## config.mk

```make
export PLATFORM = sky130hd
export DESIGN_NAME = glitch_trigger_ctrl
export DESIGN_NICKNAME = d
export VERILOG_FILES = /design/src/rtl/glitch_pkg.sv /design/src/rtl/glitch_trigger_ctrl_sync_edge_det.sv /design/src/rtl/glitch_trigger_ctrl.sv
export SDC_FILE = /design/constraint.sdc
export NUM_CORES = 1
export LEC_CHECK = 0
export ABC_AREA = 1
export CORE_AREA = 2 2 71 124
export CTS_CLUSTER_SIZE = 30
export DETAILED_ROUTE_END_ITERATION = 16
export DIE_AREA = 0 0 73 126
export PLACE_DENSITY = 0.82
export SYNTH_ARGS = -nofsm -noshare
export SYNTH_HDL_FRONTEND = slang
export SYNTH_SLANG_ARGS = --single-unit
```

## constraint.sdc

```tcl
create_clock -name clk -period 3.95 [get_ports clk]
set_clock_uncertainty 0.05 [all_clocks]
set_input_delay 0.5925 -clock clk [delete_from_list [all_inputs] [get_ports clk]]
set_output_delay 0.5925 -clock clk [all_outputs]
set_load 0.01 [all_outputs]
```

## src/rtl/glitch_pkg.sv

```systemverilog
// Shared definitions for the glitch trigger timing stage: FSM state encoding and default widths.
package glitch_pkg;

  typedef enum logic [2:0] {
    IDLE,
    ARMED,
    DELAY,
    PULSE,
    GAP
  } state_t;

  localparam int DEF_DELAY_W     = 16;
  localparam int DEF_WIDTH_W     = 8;
  localparam int DEF_REP_W       = 4;
  localparam int DEF_SYNC_STAGES = 2;

endpackage

```

## src/rtl/glitch_trigger_ctrl_sync_edge_det.sv

```systemverilog
// Multi-flop synchroniser for an asynchronous pin followed by a rising-edge detector.
module sync_edge_det #(
  parameter int STAGES = 2
) (
  input  logic clk,
  input  logic reset,
  input  logic din,
  output logic rise
);

  logic [STAGES-1:0] sync_q;
  logic              sync_d;

  always_ff @(posedge clk) begin
    if (reset) begin
      sync_q <= '0;
      sync_d <= 1'b0;
    end else begin
      sync_q <= {sync_q[STAGES-2:0], din};
      sync_d <= sync_q[STAGES-1];
    end
  end

  assign rise = sync_q[STAGES-1] & ~sync_d;

endmodule

```

## src/rtl/glitch_trigger_ctrl.sv

```systemverilog
// Decides when the glitch clock is applied: arm, wait for a trigger edge, delay, then
// emit one or more glitch_en pulses separated by gaps.
module glitch_trigger_ctrl
  import glitch_pkg::*;
#(
  parameter int DELAY_W     = DEF_DELAY_W,
  parameter int WIDTH_W     = DEF_WIDTH_W,
  parameter int REP_W       = DEF_REP_W,
  parameter int SYNC_STAGES = DEF_SYNC_STAGES
) (
  input  logic               clk,
  input  logic               reset,
  input  logic               arm,
  input  logic               abort,
  input  logic               pll_relock,
  input  logic               trigger_in,
  input  logic [DELAY_W-1:0] delay_cycles,
  input  logic [WIDTH_W-1:0] width_cycles,
  input  logic [DELAY_W-1:0] gap_cycles,
  input  logic [REP_W-1:0]   repeat_count,
  output logic               glitch_en,
  output logic               armed,
  output logic               busy,
  output logic               done,
  output logic [REP_W-1:0]   pulse_count
);

  state_t state, next_state;

  logic [DELAY_W-1:0] cfg_delay, cfg_gap;
  logic [WIDTH_W-1:0] cfg_width;
  logic [REP_W-1:0]   cfg_repeat;

  // cnt is shared between the trigger delay and the inter-pulse gap
  logic [DELAY_W-1:0] cnt, cnt_next;
  logic [WIDTH_W-1:0] wcnt, wcnt_next;
  logic [REP_W-1:0]   pulse_count_next;

  logic stop, trig_edge, load_cfg;
  logic glitch_en_next, armed_next, busy_next, done_next;

  assign stop = abort | pll_relock;

  sync_edge_det #(
    .STAGES (SYNC_STAGES)
  ) u_trig_sync (
    .clk   (clk),
    .reset (reset),
    .din   (trigger_in),
    .rise  (trig_edge)
  );

  // NOTE: sequential state uses non-blocking assignments so every flop samples pre-edge values.
  always_ff @(posedge clk) begin
    if (reset) begin
      state       <= IDLE;
      cnt         <= '0;
      wcnt        <= '0;
      pulse_count <= '0;
      glitch_en   <= 1'b0;
      armed       <= 1'b0;
      busy        <= 1'b0;
      done        <= 1'b0;
    end else begin
      state       <= next_state;
      cnt         <= cnt_next;
      wcnt        <= wcnt_next;
      pulse_count <= pulse_count_next;
      glitch_en   <= glitch_en_next;
      armed       <= armed_next;
      busy        <= busy_next;
      done        <= done_next;
    end
  end

  // NOTE: config is a plain data store qualified by the FSM, so it carries no reset.
  always_ff @(posedge clk) begin
    if (load_cfg) begin
      cfg_delay  <= delay_cycles;
      cfg_width  <= (width_cycles == '0) ? WIDTH_W'(1) : width_cycles;
      cfg_gap    <= (gap_cycles == '0) ? DELAY_W'(1) : gap_cycles;
      cfg_repeat <= (repeat_count == '0) ? REP_W'(1) : repeat_count;
    end
  end

  // NOTE: every signal gets a default before the case so no latch can be inferred.
  always_comb begin
    next_state       = state;
    cnt_next         = cnt;
    wcnt_next        = wcnt;
    pulse_count_next = pulse_count;
    done_next        = 1'b0;
    load_cfg         = 1'b0;

    if (stop) begin
      next_state = IDLE;
    end else begin
      unique case (state)
        IDLE: begin
          if (arm) begin
            next_state       = ARMED;
            load_cfg         = 1'b1;
            pulse_count_next = '0;
          end
        end
        ARMED: begin
          if (trig_edge) begin
            if (cfg_delay == '0) begin
              next_state       = PULSE;
              wcnt_next        = cfg_width - WIDTH_W'(1);
              pulse_count_next = pulse_count + REP_W'(1);
            end else begin
              next_state = DELAY;
              cnt_next   = cfg_delay - DELAY_W'(1);
            end
          end
        end
        DELAY, GAP: begin
          if (cnt == '0) begin
            next_state       = PULSE;
            wcnt_next        = cfg_width - WIDTH_W'(1);
            pulse_count_next = pulse_count + REP_W'(1);
          end else begin
            cnt_next = cnt - DELAY_W'(1);
          end
        end
        PULSE: begin
          if (wcnt == '0) begin
            if (pulse_count < cfg_repeat) begin
              next_state = GAP;
              cnt_next   = cfg_gap - DELAY_W'(1);
            end else begin
              next_state = IDLE;
              done_next  = 1'b1;
            end
          end else begin
            wcnt_next = wcnt - WIDTH_W'(1);
          end
        end
        default: next_state = IDLE;
      endcase
    end
  end

  // Outputs are decoded from the next state and registered so they align with the state.
  always_comb begin
    glitch_en_next = (next_state == PULSE);
    armed_next     = (next_state == ARMED);
    busy_next      = (next_state != IDLE);
  end

endmodule

```

Word level (Yosys, flattened, before mapping)
Cells that the tools add are included.
Operators by class
  $add $sub $neg: 6
  multipliers: 0
  div/mod/pow operators: 0
  magnitude comparators: 1
  eq/ne operators: 15
  shifts and indexed selects: 0
  multiplexer cells: 28
  bitwise operators: 6
  reduce and logical (&&, ||, !) cells: 15
Operator list (number)
  $mux W16: 5
  $logic_not A16 Y1: 3
  $pmux W16 S3: 1
  $sub A16 B1 Y16 const B: 3
  $mux W8: 4
  $pmux W8 S3: 1
  $mux W3: 6
  $ne A2 B2 Y1 const B: 9
  $logic_not A8 Y1: 2
  $mux W4: 4
  $sub A8 B1 Y8 const B: 2
  $pmux W3 S4: 1
  $pmux W4 S3: 1
  $reduce_and A6 Y1: 2
  $eq A3 B2 Y1 const B: 3
  $reduce_bool A3 Y1: 3
  $reduce_and A7 Y1: 1
  $eq A3 B1 Y1 const B: 2
  $mux W1: 5
  $add A4 B1 Y4 const B: 1
  $logic_not A4 Y1: 1
  $lt A4 B4 Y1: 1
  $not A1 Y1: 4
  $reduce_or A4 Y1: 1
  other kinds (5): 5
Storage, ports and cells
  bits in registers: 82
  latch bits: 0
  RAM bits: 0
  ROM bits: 0
  bits of input ports: 50
  output and inout port bits: 8
  memories kept: 0

Depth between registers and ports, before layout
Gate-level depths: netlist (run 1).
  depth after elaboration: 6
  gate-level depth with buffers: 17

By module
Synthesis (run 1) repeated with hierarchy kept, for this count alone.
Unflattened totals
  cell total of the unflattened synthesis: 534
  area, all modules: 4319.1 um^2
By module, submodules not included
  glitch_trigger_ctrl: instances 1, cells each 524, area each 4232.8 um^2, seq. area each 2021.9 um^2
  sync_edge_det: instances 1, cells each 10, area each 86.3 um^2, seq. area each 60.1 um^2

Least setup slack after synthesis (run 1)
Ideal clock, no wire load.
  path kind: flip-flop to flip-flop
  from: register state[0]
  to: register cfg_delay[0] (enable)
  library setup time: 446 ps
  data arrival time: 2792 ps
  data required time: 3454 ps
  setup slack: 662 ps
  stages on the path, launching flop included: 5
  buffers on the path: 1
  cell sequence: dfxtp_1 > inv_2 > buf_1 > nand4_1 > nor2_1
Between the ends
  word-level cells in the longest chain between the ends: 3
RTL lines
  start, declared: line glitch_trigger_ctrl.sv:28  | state_t state, next_state;
  start signal, assigned: line glitch_trigger_ctrl.sv:65  | state <= next_state;
  $logic_not A3 Y1: line glitch_trigger_ctrl.sv:98  | unique case (state)
  $mux W1: line glitch_trigger_ctrl.sv:98
  $mux W1: line glitch_trigger_ctrl.sv:95  | if (stop) begin
  named net load_cfg: line glitch_trigger_ctrl.sv:39  | logic stop, trig_edge, load_cfg;
  end signal, assigned: line glitch_trigger_ctrl.sv:79  | cfg_delay <= delay_cycles;
  end, declared: line glitch_trigger_ctrl.sv:30  | logic [DELAY_W-1:0] cfg_delay, cfg_gap;
The timed path passes the listed nets, and every way through them passes these cells.
A chain may end at the register's enable or synchronous reset.

Worst setup path in the final report (run 1)
  from: register state[1]
  to: register cnt[14]
Between the ends
  word-level cells in the longest chain between the ends: 4
RTL lines
  $eq A3 B2 Y1 / $eq A3 B3 Y1 (equally long branches): line glitch_trigger_ctrl.sv:98
  $reduce_or A2 Y1: line glitch_trigger_ctrl.sv:98
  $ne A2 B2 Y1 (no line) / $reduce_bool A3 Y1 (equally long branches)
  $reduce_and A7 Y1 (no line)
  end signal, assigned: line glitch_trigger_ctrl.sv:66  | cnt <= cnt_next;
  end, declared: line glitch_trigger_ctrl.sv:35  | logic [DELAY_W-1:0] cnt, cnt_next;
Several ways; a longest one is shown, not always the timed one.

==> results of run 1 <==
## cell usage after synthesis (all sizes together) (2+ instances only)
cell,count
a21oi,26
buf,13
clkbuf,27
dfxtp,38
edfxtp,44
ha,6
inv,80
mux2i,2
nand2,97
nand3,61
nand4,18
nor2,78
nor3,6
nor4,5
o21ai,32
xnor2,3
xor2,4
## cells by family (layout without fill, tap and decap cells)
family / after synthesis / in the layout / share of synthesized area
and+or+nand+nor: 267 / 267 / 0.3055
muxes: 2 / 2 / 0.004543
AOI/OAI and AO/OA: 62 / 62 / 0.07581
buffers and inverters: 120 / 156 / 0.1107
xor gates and xnor gates: 7 / 7 / 0.01391
DFF: 82 / 82 / 0.4725
adders and majority gates: 6 / 6 / 0.01704
## worst max-delay path: cells and delay by family (launching register included)
kind,cells,cell delay [ps]
AND/OR/NAND/NOR,12,1760
adder cells (fa/ha/maj),1,190
buffers and inverters,3,170
flip-flops,1,440
## layout by cell type, fill, tap and decap left out, types with 4 or more instances in the layout
cell | netlist | layout
a21oi_1 | 26 | 26
clkbuf_16 | 0 | 11
clkdlybuf4s50_1 | 0 | 57
dfxtp_1 | 38 | 38
edfxtp_1 | 44 | 44
ha_1 | 6 | 6
inv_1 | 72 | 72
inv_2 | 7 | 7
nand2_1 | 92 | 92
nand3_1 | 44 | 44
nand3_2 | 14 | 14
nand4_1 | 18 | 18
nor2_1 | 67 | 66
nor2_2 | 6 | 6
nor2_4 | 4 | 5
nor3_1 | 5 | 5
nor4_1 | 5 | 5
o21ai_0 | 18 | 18
o21ai_1 | 11 | 11
xor2_1 | 4 | 4
## power by group through the flow
stage / combinational, mW / sequential [mW] / clock (mW)
2_1_floorplan: 0.0701 / 0.946 / 0
3_3_place_gp: 0.132 / 0.947 / 0
3_5_place_dp: 0.135 / 0.947 / 0
4_1_cts: 0.136 / 0.929 / 0.841
5_1_grt: 0.150 / 0.930 / 0.879
6_report: 0.135 / 0.929 / 0.826
## layout make-up
cell class / count / area share
Inverter: 80 / 0.05776
Timing Repair Buffer: 60 / 0.1131
Sequential cell: 82 / 0.3971
Multi-Input combinational cell: 344 / 0.3518
Clock inverter: 5 / 0.005728
Tap cell: 92 / 0.02196
Clock buffer: 11 / 0.05251
## metrics by stage
| stage | hold slack [ps] | total power, mW |
|---|---|---|
| finish | 356.1 | 1.890 |
| global route | 381.8 | 1.959 |
| detailed placement | 346.2 | 1.082 |
| global placement | 347.5 | 1.079 |
| CTS | 356.5 | 1.905 |
| floorplan | 338.3 | 1.016 |
## metal layers
metal,share of wire,track usage
met1,0.35,0.2236
met2,0.56,0.4123
met3,0.045,0.04480
met4,0.046,0.1481
met5,0,0
## state kept, by name, summed over array words and instances (netlist names)
name and flops:
wcnt 8, state 3, cfg_gap 16, u_trig_sync.sync_d 1
u_trig_sync.sync_q 2, armed 1, pulse_count 4, glitch_en 1
cfg_width 8, cnt 16, busy 1, cfg_repeat 4
done 1, cfg_delay 16
## final timing paths
kind / start / end / slack (ps) / cells after the start
hold reg to reg: u_trig_sync.sync_q[0] / u_trig_sync.sync_q[1] / 360 / 2
setup reg to reg: state[1] / cnt[14] / 1220 / 16
setup / recovery: state[1] / cnt[14] / 1220 / 16
hold / removal: u_trig_sync.sync_q[0] / u_trig_sync.sync_q[1] / 360 / 2
==> results.md, run 1 <==
* Vias in the first global route at 3784
* DRT iter0 DRCs at 221
* Multi-input logic area at 1844 um^2
* Num rows at 44
* Final Setup Violations at 0
* Seq/Total Area, Yosys at 0.4725
* Synth top area share at 0.2998
* Core ar. at roughly 8000 um^2
* Peak supply drop at 380.8 uV
* Internal at 1.491 mW
* Cell Chain, Critical Path: inv_2 > nand2_4 > nand3_2 > nand2_4 > nor2_2 > nor2_4 > ha_1 > inv_1 > nor2_2 > nand2_1 > nor2_1 > nand2_1 > nand2_1 > nand3_1 > nand2_1 > inv_1
* Post-Synthesis Net Count at ~600
* TritonRoute pass-1 iters at 5
* Global-route wire length before repair at approximately 16 mm
* Pre-CTS WS at 1182 ps
* CP Capture Type: flop
* CP most frequent cell: nand2_1
* Placer Congestion at 1.047
* Clk_lat worst skew at 340 ps
* Most used DFF post-synth: edfxtp_1
* Worst slew pin tran at ~700 ps
* Syn-to-layout area delta at 18.97%
* Yosys cell types at 38
* Setup TNS at 0 ps
* Congestion Overflow GR at 0
* Area post-placement at 4937 um^2
* Final nets at 633
* Leakage at 2.243 nW
* Sequential share of power at 0.492
* Post-CTS Setup Bufs at 0
* Largest net degree at the start of global routing at 27
* Crit path time final at 2734 ps
* Initial Utilization at 0.5372
* Crit Path Class: reg -> reg
* CTS clk-pin slew, worst paths at around 60 ps
* Largest cells by area after synthesis: edfxtp_1, dfxtp_1, nand2_1, inv_1, nor2_1
* Share of flip-flops with an asynchronous set or reset at 0
* Post-synthesis area per instance at around 8 um^2
* Critical Path RT at 4140 ps
* Routed WL at 9.574 mm
* RSZ-0062 raised after global routing: false
* Gate Count Post-Synth at 546
* Die Y at 126 um
* Worst setup margin at 1216 ps
* Antenna diodes at 0
* Layout cell share with drive strength beyond 1 at 0.1117
* Fin cells at 674
* Post-route ant nets at 0
* CTS Hold Bufs at 0
* Hpwl dp at 7.354 mm
* I/O Pins at between 50 and 60
* Design area at 5243 um^2
* Mapped cell area at 4407 um^2
* Vias at between 3000 and 4000
* Cts repair resizes at 0
* Net Sw Power at 0.3996 mW
* CP Max Fanout at 20
* Num CTS Buffers at 9
* Fillers at 686
* Vias per std cell at 5.457
* YS warnings at 0
* GRT Overall Usage at 0.2277
* Die area at 9198 um^2
* Clock sink total at 82
* Routed len/inst at 14.20 um
* WP data arrival at 2920 ps
* Hold Crit Class: reg -> reg
* Fmax achieved at ~370 MHz
* Die Span X at 73 um
* Cell taking the most area after synthesis: edfxtp_1
* # DRC at 0
* CP startpoint kind: flop
* Period utilisation layout at 0.6921
* # H-tree levels at 3
* IO buf count at 57
* Power density cells at 360.5 nW/um^2
* Switch share at 0.2114
* CP max stage delay at 460 ps
* Register area at 2082 um^2
* Status: finished, final reports clean
* TritonCTS clock tree: done
* Final Util at 0.6391
* Count of final max-slew check failures at 0
* Initial antenna violation count at 0
* Root buf cell: clkbuf_16
* Clock Power Share at 0.437
* Post-synth EDFFs at 44
* Endpoints failing hold at 0
* Max-cap violations at 0
* Logic pwr share at 0.072
* Number of synthesized register bits at 82
* Clock buffer depth at 2
* Placed insts at 658
* Relative slew margins at 0.5342
* Slowest CP cell: nand3_2
Power figures use the tool's default switching activity.
==> run 2, diff against run 1 <==
- clock period: 3.95 -> 2.8 ns (I/O delays scaled with it)
==> run 2 against run 1 <==
Effect of this change:
- die area stayed put
- first-iteration DRC count up 32%
- global-route usage fell by 0.38 points
- wire length fell by 0.79%
- via count is 0.60% higher
- critical path depth unchanged
- cell count rose by 0.59%
- combinational power rose by 42%
- hold slack gained 3.3 ps
- critical path type unchanged
- largest power group is now the clock network
==> results.md, run 2 (synthesis gave the netlist of run 1 again) <==
* Status: finished, final reports clean
* Largest net degree at the start of global routing at 45
* Die Y at ~130 um
* Crit Path Class: reg -> reg
* Die area at 9198 um^2
* Max-cap violations at 0
* Fillers at 669
* Relative slew margins at 0.5802
* Cts repair resizes at 0
* I/O Pins at slightly below 60
* Switch share at 0.1869
* Commonest non-fill, non-tap cells in the layout: nand2_1, inv_1, nor2_1
* R2r worst-path depth at 16
* Antenna diodes at 0
* Syn-to-layout area delta at 21.07%
* Vias at between 3000 and 4000
* Final nets at 637
* Vias in the first global route at 3722
* Initial Utilization at 0.5372
* CTS clk-pin slew, worst paths at 60 ps
* Hpwl dp at roughly 7 mm
* Fmax achieved at 405.0 MHz
* Routed WL at 9.498 mm
* Crit path time final at about 2500 ps
* Hold WS at 359.5 ps
* CP Capture Type: flop
* M2 GR Usage at 0.3948
* Count of final max-slew check failures at 0
* DRT iter0 DRCs at 291
* Internal at between 2 and 2.5 mW
* TritonRoute pass-1 iters at 5
* Reg2reg end: cnt[14]
* Worst slew pin tran at 627.4 ps
* Logic pwr share at 0.065
* Placer Congestion at ~0.98
* IO buf count at 57
* Busiest grt layer: met2
* Endpoints failing hold at 0
* Reg-to-Reg Start: state[1]
* Num rows at 44
* Met3 usage at 0.04000
* Net Sw Power at about 0.55 mW
* Clock sink total at 82
* RSZ-0062 raised after global routing: false
* Clk_lat worst skew at between 300 and 400 ps
* Routed len/inst at 14.01 um
* R2r setup slk at between 300 and 400 ps
* CP startpoint kind: flop
* Period utilisation layout at 0.8818
* TritonCTS clock tree: done
* Clock Power Share at 0.487
* CP Launch Point: state[1]
* WP data arrival at 2660 ps
* Num CTS Buffers at 9
* Setup TNS at 0 ps
* Initial antenna violation count at 0
* Post-route ant nets at 0
* Clock buffer depth at 2
* Most common cell after layout, fill and taps aside: nand2_1
* Vias per std cell at ~5.5
* Post-CTS Setup Bufs at 0
* Power density cells at 548.6 nW/um^2
* Leakage at roughly 2.3 nW
* Final Setup Violations at 0
* Root buf cell: clkbuf_16
* Congestion Overflow GR at 0
* Regs by FF count: cfg_delay: 16 flops, cfg_gap: 16 flops, cnt: 16 flops
* Layout cell share with drive strength beyond 1 at 0.1177
* # DRC at 0
* CTS Hold Bufs at 0
* # H-tree levels at 3
* Sequential share of power at 0.448
* GR Util met1 at 0.2319
* Global-route wire length before repair at 15.93 mm
* Hold Crit Class: reg -> reg
* Die Span X at 73 um
* CP Max Fanout at 15
* Core ar. at 8203 um^2
* Peak supply drop at 345.5 uV
* CP endpoint: cnt[14]
* Critical Path RT at 2990 ps
* GRT Overall Usage at 0.2239
-- run 2: final cells by class --
cell class	count	area (um^2)	area share
Sequential cell	82	2082	0.3902
Multi-Input combinational cell	344	1844	0.3457
Timing Repair Buffer	64	623.1	0.1168
Inverter	80	302.8	0.05675
Clock buffer	11	242.7	0.04550
Clock inverter	5	125.1	0.02345
Tap cell	92	115.1	0.02158
-- run 2: how the worst min path moves through the flow --
stage / startpoint / endpoint / slack [ps] / cells past startpoint
final: u_trig_sync.sync_q[0] / u_trig_sync.sync_q[1] / 360 / 2
after global routing: u_trig_sync.sync_q[0] / u_trig_sync.sync_q[1] / 390 / 2
after CTS: u_trig_sync.sync_q[0] / u_trig_sync.sync_q[1] / 370 / 2
after detailed placement: u_trig_sync.sync_q[0] / u_trig_sync.sync_q[1] / 350 / 2
after global placement: u_trig_sync.sync_q[0] / u_trig_sync.sync_q[1] / 340 / 2
after floorplan: u_trig_sync.sync_q[0] / u_trig_sync.sync_q[1] / 340 / 2
-- run 2: worst max-delay path, stage by stage (launching register included) --
cell and delay (ps):
dfxtp_1 430, inv_2 90, nand2_4 160, nand3_2 240, nand2_4 130, nor2_2 50, nor2_4 160, ha_1 180
inv_1 50, nor2_2 140, nand2_1 140, nor2_1 210, nand2_1 80, nand2_1 50, nand3_1 60, nand2_1 90
inv_1 30
-- run 2: power by group through the flow --
stage	Sequential (mW)	Clock (mW)	Combinational, mW
6_report	1.31	1.42	0.192
3_5_place_dp	1.34	0	0.190
2_1_floorplan	1.33	0	0.0993
3_3_place_gp	1.34	0	0.187
4_1_cts	1.31	1.44	0.192
5_1_grt	1.31	1.51	0.213
-- run 2: metal layers --
layer,share of wire,vias up,wire (um)
met2,0.54,147,5149
met4,0.052,0,492
li1,-,1840,-
met1,0.35,1679,3358
met3,0.052,34,497
met5,0,-,0
-- run 2: per-stage QoR --
| stage | power, mW | utilization | cells | setup WS, ps | area [um^2] |
|---|---|---|---|---|---|
| 3_3_place_gp | 1.522 | 0.6056 | 662 | 412.1 | 4967 |
| 3_5_place_dp | 1.526 | 0.6056 | 662 | 306.4 | 4967 |
| 6_report | 2.927 | 0.6504 | 678 | 331.0 | 5335 |
| 5_1_grt | 3.032 | 0.6504 | 678 | 124.6 | 5335 |
| 4_1_cts | 2.947 | 0.6504 | 678 | 366.3 | 5335 |
| 2_1_floorplan | 1.433 | - | 546 | 232.4 | 4409 |
